$ cat config.mk
export PLATFORM = sky130hd
export DESIGN_NAME = send_arbiter
export DESIGN_NICKNAME = d
export VERILOG_FILES = /design/src/rtl/send_arbiter_pkg.sv /design/src/rtl/send_arbiter_rr.sv /design/src/rtl/send_arbiter.sv
export SDC_FILE = /design/constraint.sdc
export NUM_CORES = 1
export LEC_CHECK = 0
export BUFFER_PORTS_ARGS = -buffer_cell sky130_fd_sc_hd__buf_2
export CAP_MARGIN = 20
export CELL_PAD_IN_SITES_DETAIL_PLACEMENT = 1
export CELL_PAD_IN_SITES_GLOBAL_PLACEMENT = 1
export CORE_AREA = 2 2 73 75
export DETAILED_ROUTE_END_ITERATION = 6
export DIE_AREA = 0 0 75 77
export GPL_TIMING_DRIVEN = 1
export PLACE_DENSITY_LB_ADDON = 0.1
export SLEW_MARGIN = 20
export SYNTH_ARGS = -nofsm -noshare
export SYNTH_HDL_FRONTEND = slang
export SYNTH_SLANG_ARGS = --single-unit
$ cat constraint.sdc
create_clock -name clk -period 3.11 [get_ports clk]
set_clock_uncertainty 0.05 [all_clocks]
set_input_delay 0.1555 -clock clk [delete_from_list [all_inputs] [get_ports clk]]
set_output_delay 0.1555 -clock clk [all_outputs]
set_load 0.02 [all_outputs]
$ cat src/rtl/send_arbiter_pkg.sv
// send_arbiter_pkg: shared state encoding and framing constants for the send arbiter
// Contents: state_t (IDLE/COPY/COMMIT/REJECT), default max payload, frame overhead bytes
package send_arbiter_pkg;
   typedef enum logic [1:0] {
      IDLE   = 2'd0,
      COPY   = 2'd1,
      COMMIT = 2'd2,
      REJECT = 2'd3
   } state_t;
   localparam int MAX_PAYLOAD_DEF = 58;
   localparam int FRAME_OVERHEAD  = 5;
endpackage

$ cat src/rtl/send_arbiter_rr.sv
// rr_arbiter: combinational round-robin pick, searching upward from last+1 with wrap
// Ports: req (request vector), last (previously granted index),
//        win (one-hot winner, zero when no request), idx (winner index)
module rr_arbiter #(
   parameter int NREQ = 4,
   parameter int IW   = $clog2(NREQ)
) (
   input  logic [NREQ-1:0] req,
   input  logic [IW-1:0]   last,
   output logic [NREQ-1:0] win,
   output logic [IW-1:0]   idx
);
   localparam logic [IW:0] N = (IW+1)'(NREQ);
   logic found;
   // Walk from the lowest-priority slot (last itself) to the highest (last+1),
   // so the nearest requester overwrites any farther one.
   always_comb begin
      logic [IW:0] s;
      s     = '0;
      idx   = '0;
      found = 1'b0;
      for (int k = NREQ; k >= 1; k--) begin
         s = {1'b0, last} + (IW+1)'(k);
         s = (s >= N) ? s - N : s;
         if (req[s[IW-1:0]]) begin
            idx   = s[IW-1:0];
            found = 1'b1;
         end
      end
      win = found ? (NREQ'(1) << idx) : '0;
   end
endmodule

$ cat src/rtl/send_arbiter.sv
// send_arbiter: round-robin sharing of the framer send ring + length FIFO among NREQ producers
// Ports: req/req_len/req_data (producer side), gnt/req_rd/done/reject (per-producer strobes),
//        send_ring_* (payload bytes), send_fifo_* (length commit), error/clr (sticky reject flag)
module send_arbiter
   import send_arbiter_pkg::*;
#(
   parameter int NREQ        = 4,
   parameter int LEN_BITS    = 6,
   parameter int MAX_PAYLOAD = MAX_PAYLOAD_DEF
) (
   input  logic                     clk,
   input  logic                     rst_n,
   input  logic [NREQ-1:0]          req,
   input  logic [NREQ*LEN_BITS-1:0] req_len,
   input  logic [NREQ*8-1:0]        req_data,
   output logic [NREQ-1:0]          gnt,
   output logic [NREQ-1:0]          req_rd,
   output logic [NREQ-1:0]          done,
   output logic [NREQ-1:0]          reject,
   output logic                     send_fifo_wr_en,
   output logic [LEN_BITS-1:0]      send_fifo_data,
   input  logic                     send_fifo_full,
   output logic [7:0]               send_ring_data,
   output logic                     send_ring_wr_en,
   input  logic                     send_ring_full,
   output logic                     error,
   input  logic                     clr
);
   localparam int IW = $clog2(NREQ);
   localparam logic [LEN_BITS-1:0] MAXP = LEN_BITS'(MAX_PAYLOAD);
   state_t state, state_n;
   logic [IW-1:0]       idx, rr, w_idx;
   logic [LEN_BITS-1:0] len, cnt, w_len;
   logic [NREQ-1:0]     w_win, sel;
   logic                arb, wr;
   rr_arbiter #(.NREQ(NREQ), .IW(IW)) u_rr (
      .req  (req),
      .last (rr),
      .win  (w_win),
      .idx  (w_idx)
   );
   assign w_len = req_len[w_idx*LEN_BITS +: LEN_BITS];
   assign sel   = NREQ'(1) << idx;
   // FIFO space is checked at arbitration: we are its only writer, so the later commit cannot overflow.
   assign arb   = state == IDLE && |w_win && !send_fifo_full;
   assign wr    = state == COPY && !send_ring_full;
   always_comb begin
      state_n         = state;
      gnt             = state != IDLE ? sel : '0;
      req_rd          = wr ? sel : '0;
      send_ring_wr_en = wr;
      send_ring_data  = state == COPY ? req_data[idx*8 +: 8] : 8'h00;
      send_fifo_wr_en = state == COMMIT;
      send_fifo_data  = state == COMMIT ? len : '0;
      done            = state == COMMIT ? sel : '0;
      reject          = state == REJECT ? sel : '0;
      case (state)
         IDLE:    state_n = !arb ? IDLE : w_len > MAXP ? REJECT : w_len == '0 ? COMMIT : COPY;
         COPY:    state_n = (wr && cnt == LEN_BITS'(1)) ? COMMIT : COPY;
         default: state_n = IDLE;
      endcase
   end
   always_ff @(posedge clk or negedge rst_n) begin
      if (!rst_n) begin
         state <= IDLE;
         idx   <= '0;
         rr    <= IW'(NREQ-1);
         len   <= '0;
         cnt   <= '0;
         error <= 1'b0;
      end else begin
         state <= state_n;
         if (arb) begin
            idx <= w_idx;
            rr  <= w_idx;
            len <= w_len;
            cnt <= w_len;
         end else if (wr) begin
            cnt <= cnt - LEN_BITS'(1);
         end
         // A reject in the same cycle as clr keeps the flag set.
         error <= state == REJECT ? 1'b1 : clr ? 1'b0 : error;
      end
   end
endmodule

[After elaboration in Yosys (flattened, before gate mapping)]
Cells that the tools add are included.
Storage, ports and cells
  input bits: 65
  register bits: 19
  logic and storage cells: 81
Cells by class
  muxes and demuxes: 36
  equal/unequal tests: 4
  reductions and logical operators: 12
  add/subtract/negate cells: 9
  $lt $le $gt $ge: 9
  shift operators: 4
  multiply operators: 1
Operator list (number)
  $shiftx A32 B6 Y8: 1
  $mux W2: 12
  $shiftx A24 B6 Y6: 1
  $mux W4: 5
  $mux W6: 3
  $ge A3 B3 Y1 const B: 4
  $lt A2 B3 Y1 const B: 4
  $mux W1: 10
  $bmux W1 S2: 4
  $mux W8: 1
  $shl A1 B2 Y4 const A: 2
  $sub A2 B1 Y2 const B: 4
  $add A2 B2 Y3 const B: 2
  $eq A6 B1 Y1 const B: 1
  $gt A6 B6 Y1 const B: 1
  $logic_not A6 Y1: 1
  $reduce_bool A2 Y1: 3
  $sub A6 B1 Y6 const B: 1
  $eq A2 B2 Y1 const B: 2
  $logic_and A1 B1 Y1: 4
  $mul A2 B2 Y4 const B: 1
  $pmux W2 S2: 1
  $reduce_or A4 Y1: 1
  $add A2 B1 Y3 const B: 1
  4 further kinds: 5

[Logic depth before layout (Yosys ltp)]
  depth in word-level cells: 16
  mapped depth: 8

[Modules after synthesis]
Synthesis repeated with hierarchy kept, for this count alone.
Second synthesis, totals
  cell total of the unflattened synthesis: 179
  area, all modules: 1640.3 µm²
By module, submodules not included
  send_arbiter: cells each 146, area each 1410.1 µm², instances 1, sequential area each 478.0 µm²
  rr_arbiter: cells each 33, area each 230.2 µm², instances 1, sequential area each 0.0 µm²

[Worst setup path before layout]
No wires, ideal clock.
  path type: reg2reg
  start point: register rr[1]
  end point: register state[0]
  arrival: 1.942 ns
  path slack: 0.997 ns
  setup time: 0.121 ns
  stages on the path, launching flop included: 9
  cells stage by stage: dfstp_2 -> nand3b_1 -> a31oi_4 -> buf_12 -> mux2i_1 -> mux2i_1 -> nor4_1 -> nand2_1 -> a22o_1
Between the ends
  word-level cells in the longest chain between the ends: 16
  elaborated cells between the ends (all ways): 45
  those cells by class: add/sub: 8; mul: 1; order compare: 5; shift: 2; mux: 25; reduce/logical: 4
RTL lines
  start, declared: RTL line send_arbiter.sv:32  | logic [IW-1:0] idx, rr, w_idx;
  start signal, assigned: RTL line send_arbiter.sv:67  | rr <= IW'(NREQ-1);
  start signal, assigned: RTL line send_arbiter.sv:75  | rr <= w_idx;
  parallel branches: the longest is 14 deep, another holds $gt A6 B6 Y1
  $mux W2 *: RTL line send_arbiter.sv:58  | IDLE: state_n = !arb ? IDLE : w_len > MAXP ? REJECT : w_len == '0 ? COMMIT : COPY;
  $pmux W2 S2 *: RTL line send_arbiter.sv:57  | case (state)
  net state_n[0]: RTL line send_arbiter.sv:31  | state_t state, state_n;
  end signal, assigned: RTL line send_arbiter.sv:72  | state <= state_n;
  end, declared: RTL line send_arbiter.sv:31
Mark *: on every way through the listed nets, which the timed path passes. The select of a mux whose other input is x is not followed.
A chain may end at the register's enable or synchronous reset.

[Final worst setup path]
Same ends and word-level chain as after synthesis.

==> summary.log <==
[outcome] run status complete, no violations
[floorplan] count of pins on the block boundary 98
[sta] total count of max-transition violations in the final report 0
[synthesis] top cell types by occurrence after synthesis sky130_fd_sc_hd__nand2_1 (24), sky130_fd_sc_hd__nor2_1 (23), sky130_fd_sc_hd__mux2i_1 (19), sky130_fd_sc_hd__dfrtp_1 (17)
[synthesis] most common cell in the netlist sky130_fd_sc_hd__nand2_1
[critical_path] Worst Setup End Kind register
[pwr] Clock Power Share 0.099
[sta] maximum frequency from static timing analysis 422 MHz
[clock_tree] number of clock sinks 19
[critical_path] cell chain of the critical path nand3b_1, a31oi_4, mux2i_1, mux2i_1, nor4_1, nand2_1, a22o_1
[pwr] Pwr per Cell Area 784 nW/um2
[floorplan] Rows 26
[pwr] share of total power consumed by net switching 0.452
[final_layout] final net count 333
[synthesis] proportion of register bits with asynchronous set or reset after synthesis 1.00
[synthesis] Synth Cell Area 1560 um2
[pwr] relative contribution of combinational cells to total power 0.591
[clock_tree] number of H-tree levels 1
[grt] global-route wire length before repair 7200 um
[placement] routability congestion estimate from global placement 0.700
[pwr] relative contribution of sequential cells to total power 0.310
[sta] total of endpoints with negative setup slack in the final report 0
[floorplan] starting density of the core 0.314
[final_layout] post-route cell area 2160 um2
[final_layout] share of cells above drive strength 1 0.460
[detailed_routing] Initial DRC Count 17
[grt] number of antenna violations at the first check in global routing 0
[grt] via count of the first global-routing pass 1,625
[placement] PortBufs 97
[critical_path] Worst EP arrival 2.46 ns
[critical_path] worst stage delay on the critical path 0.59 ns
[pwr] PnR Total Power 0.00169 W
[clock_tree] Clock Tree Root sky130_fd_sc_hd__clkbuf_8
[critical_path] worst-case register-to-register setup slack 0.74 ns
[detailed_routing] Detail Route Antenna Nets 0
[synthesis] number of different library cells in the post-synthesis netlist 37
[detailed_routing] final WL 4510 um
[sta] number of hold violations in the final report 0
[sta] relative max-transition margin 0.527
[synthesis] number of nets in the synthesized netlist 235
[min_path] type of the most critical hold path input pin to register
[grt] global routing usage summed across all routing layers 0.157
[clock_tree] CTS-repair resized insts 0
[sta] pin slew with the least headroom to its limit 0.709 ns
[clock_tree] clock-pin slew on the worst setup and hold paths 0.07 ns
[final_layout] area growth from synthesis to layout 38.4%
[clock_tree] TritonCTS Buffers 3
[critical_path] master of the slowest instance on the critical path sky130_fd_sc_hd__dfstp_2
[pwr] leak pwr 1.14 nW
[synthesis] dominant register cell in the synthesized netlist sky130_fd_sc_hd__dfrtp_1
[synthesis] top cell type's share of synthesized area 0.272
[synthesis] register area share after synthesis 0.306
[synthesis] synthesized instance count 168
[synthesis] synth top area cells sky130_fd_sc_hd__dfrtp_1 (27%), sky130_fd_sc_hd__mux2i_1 (12%), sky130_fd_sc_hd__mux4_2 (12%), sky130_fd_sc_hd__nand2_1 (5.8%), sky130_fd_sc_hd__nor2_1 (5.5%)
[detailed_routing] via density per instance 4.75
[sta] period utilisation layout 0.762
[placement] Post-DP HPWL 3690 um
[job] max capacitance violation total 0
[synthesis] FF+latch count, synth 19
[critical_path] crit-path max FO 13
[critical_path] Data required, critical path 3.20 ns
[sta] Fin Setup TNS 0 ns
[grt] GR Overflow Total 0
[sta] clock period minus final worst setup slack 2.37 ns
[pwr] internal portion of total power 0.000927 W
[detailed_routing] via count 1,590
[pwr] worst ir drop on vdd 0.000276 V
[detailed_routing] 1st-pass router iterations 4
[clock_tree] clock tree from TritonCTS yes
[clock_tree] deepest clock path buffer count 2
[critical_path] CP most frequent cell sky130_fd_sc_hd__mux2i_1
[floorplan] horizontal die dimension 75 um
[pwr] Net Switching 0.000766 W
[grt] pin count of the biggest net entering global routing 20
[floorplan] DIE HEIGHT 77 um
[detailed_routing] number of remaining DRC errors 0
[synthesis] average instance area after synthesis 9.29 um2
[synthesis] EDFF count, synth 0
[synthesis] Synthesis Warnings 0
[floorplan] Total Die Area 5780 um2
[detailed_routing] routed length per placed instance 13.4 um
[final_layout] Layout Utilization 0.434
[floorplan] core area 4980 um2
[final_layout] antenna cells 0
[sta] unrepaired setup endpoints after global routing false
[critical_path] Worst Setup Path Type register to register
[placement] worst slack after detailed placement 0.734 ns
[placement] placed instance area 2110 um2
[critical_path] startpoint types register
[clock_tree] insertion delay to the later sink of the worst-skew pair 0.25 ns
[synthesis] post-synthesis cell type with the largest combined area sky130_fd_sc_hd__dfrtp_1
[sta] setup ws final 0.741 ns
kinds of logic after synthesis:
family / after synthesis / synth area share
buf+inv: 13 / 0.0425
compound gates: 20 / 0.111
flops: 19 / 0.306
simple gates: 82 / 0.260
fa+ha+maj: 2 / 0.0160
xor+xnor: 5 / 0.0280
mux: 27 / 0.237
registers in the layout (all words and copies together), names as in the netlist:
name,flops
cnt,6
error,1
idx,2
len,6
rr,2
state,2
layout make-up:
class / instances / area [um2]
Inverter: 6 / 22.5
Tap cell: 70 / 87.6
Fill cell: 641 / 2820
Multi-Input combinational cell: 136 / 1020
Timing Repair Buffer: 100 / 510
Sequential cell: 19 / 478
Clock buffer: 4 / 45.0
metal layers:
layer / share of wire / vias up / GRT usage
met2: 0.51 / 66 / 0.301
met5: 0 / - / 0
met3: 0.092 / 5 / 0.0276
met1: 0.38 / 744 / 0.165
li1: - / 775 / -
met4: 0.012 / 0 / 0.0482
metrics by stage:
step / hold WS, ns / instances
finish: 0.0491 / 335
global route: 0.0476 / 335
CTS: 0.0420 / 335
detailed placement: 0.0711 / 330
global placement: 0.0769 / 330
floorplan: -0.190 / 168
critical path: cells and delay by family (launching register included):
kind	cells	cell delay [ns]
AO/OA/AOI/OAI	2	0.70
flip-flops	1	0.59
multiplexers	2	0.37
AND/OR/NAND/NOR	3	0.54
power by group through the flow:
stage | sequential [W] | combinational [W] | clock, W
2_1_floorplan | 0.000443 | 0.000833 | 0
4_1_cts | 0.000528 | 0.00102 | 0.000175
6_report | 0.000524 | 0.00100 | 0.000168
3_3_place_gp | 0.000528 | 0.000999 | 0
5_1_grt | 0.000550 | 0.00112 | 0.000184
3_5_place_dp | 0.000533 | 0.00101 | 0
timing repair:
action	CTS	global route
buffers inserted	0	0
setup endpoints to repair	0	0
hold endpoints to repair	17	0
hold buffers	1	0
path summary, 6_finish.rpt:
kind                                      end  cells past startpoint          startpoint
setup / recovery           state[0]$_DFF_PN0_                      7   rr[1]$_DFFE_PN1P_
min in group asynchronous   error$_DFFE_PN0P_                      2               rst_n
hold / removal              error$_DFFE_PN0P_                      2                 clr
max in group asynchronous   rr[1]$_DFFE_PN1P_                      2               rst_n
setup reg to reg           state[0]$_DFF_PN0_                      7   rr[1]$_DFFE_PN1P_
hold reg to reg            len[0]$_DFFE_PN0P_                      2  len[0]$_DFFE_PN0P_
layout by cell type, fill, tap and decap left out, types with 2 or more instances in the layout:
cell,instances
sky130_fd_sc_hd__nand2b_1,5
sky130_fd_sc_hd__o21ai_0,7
sky130_fd_sc_hd__dfstp_2,2
sky130_fd_sc_hd__nor2_1,23
sky130_fd_sc_hd__xnor2_1,3
sky130_fd_sc_hd__nor3_1,6
sky130_fd_sc_hd__ha_1,2
sky130_fd_sc_hd__a21oi_1,3
sky130_fd_sc_hd__and2_1,6
sky130_fd_sc_hd__buf_2,97
sky130_fd_sc_hd__mux2i_1,19
sky130_fd_sc_hd__nand2_1,24
sky130_fd_sc_hd__xor2_1,2
sky130_fd_sc_hd__clkbuf_8,3
sky130_fd_sc_hd__a21o_2,2
sky130_fd_sc_hd__buf_4,2
sky130_fd_sc_hd__nor2b_1,8
sky130_fd_sc_hd__mux4_2,8
sky130_fd_sc_hd__dfrtp_1,17
sky130_fd_sc_hd__inv_1,6
sky130_fd_sc_hd__nor4b_1,2
Power figures use the tool's default switching activity.
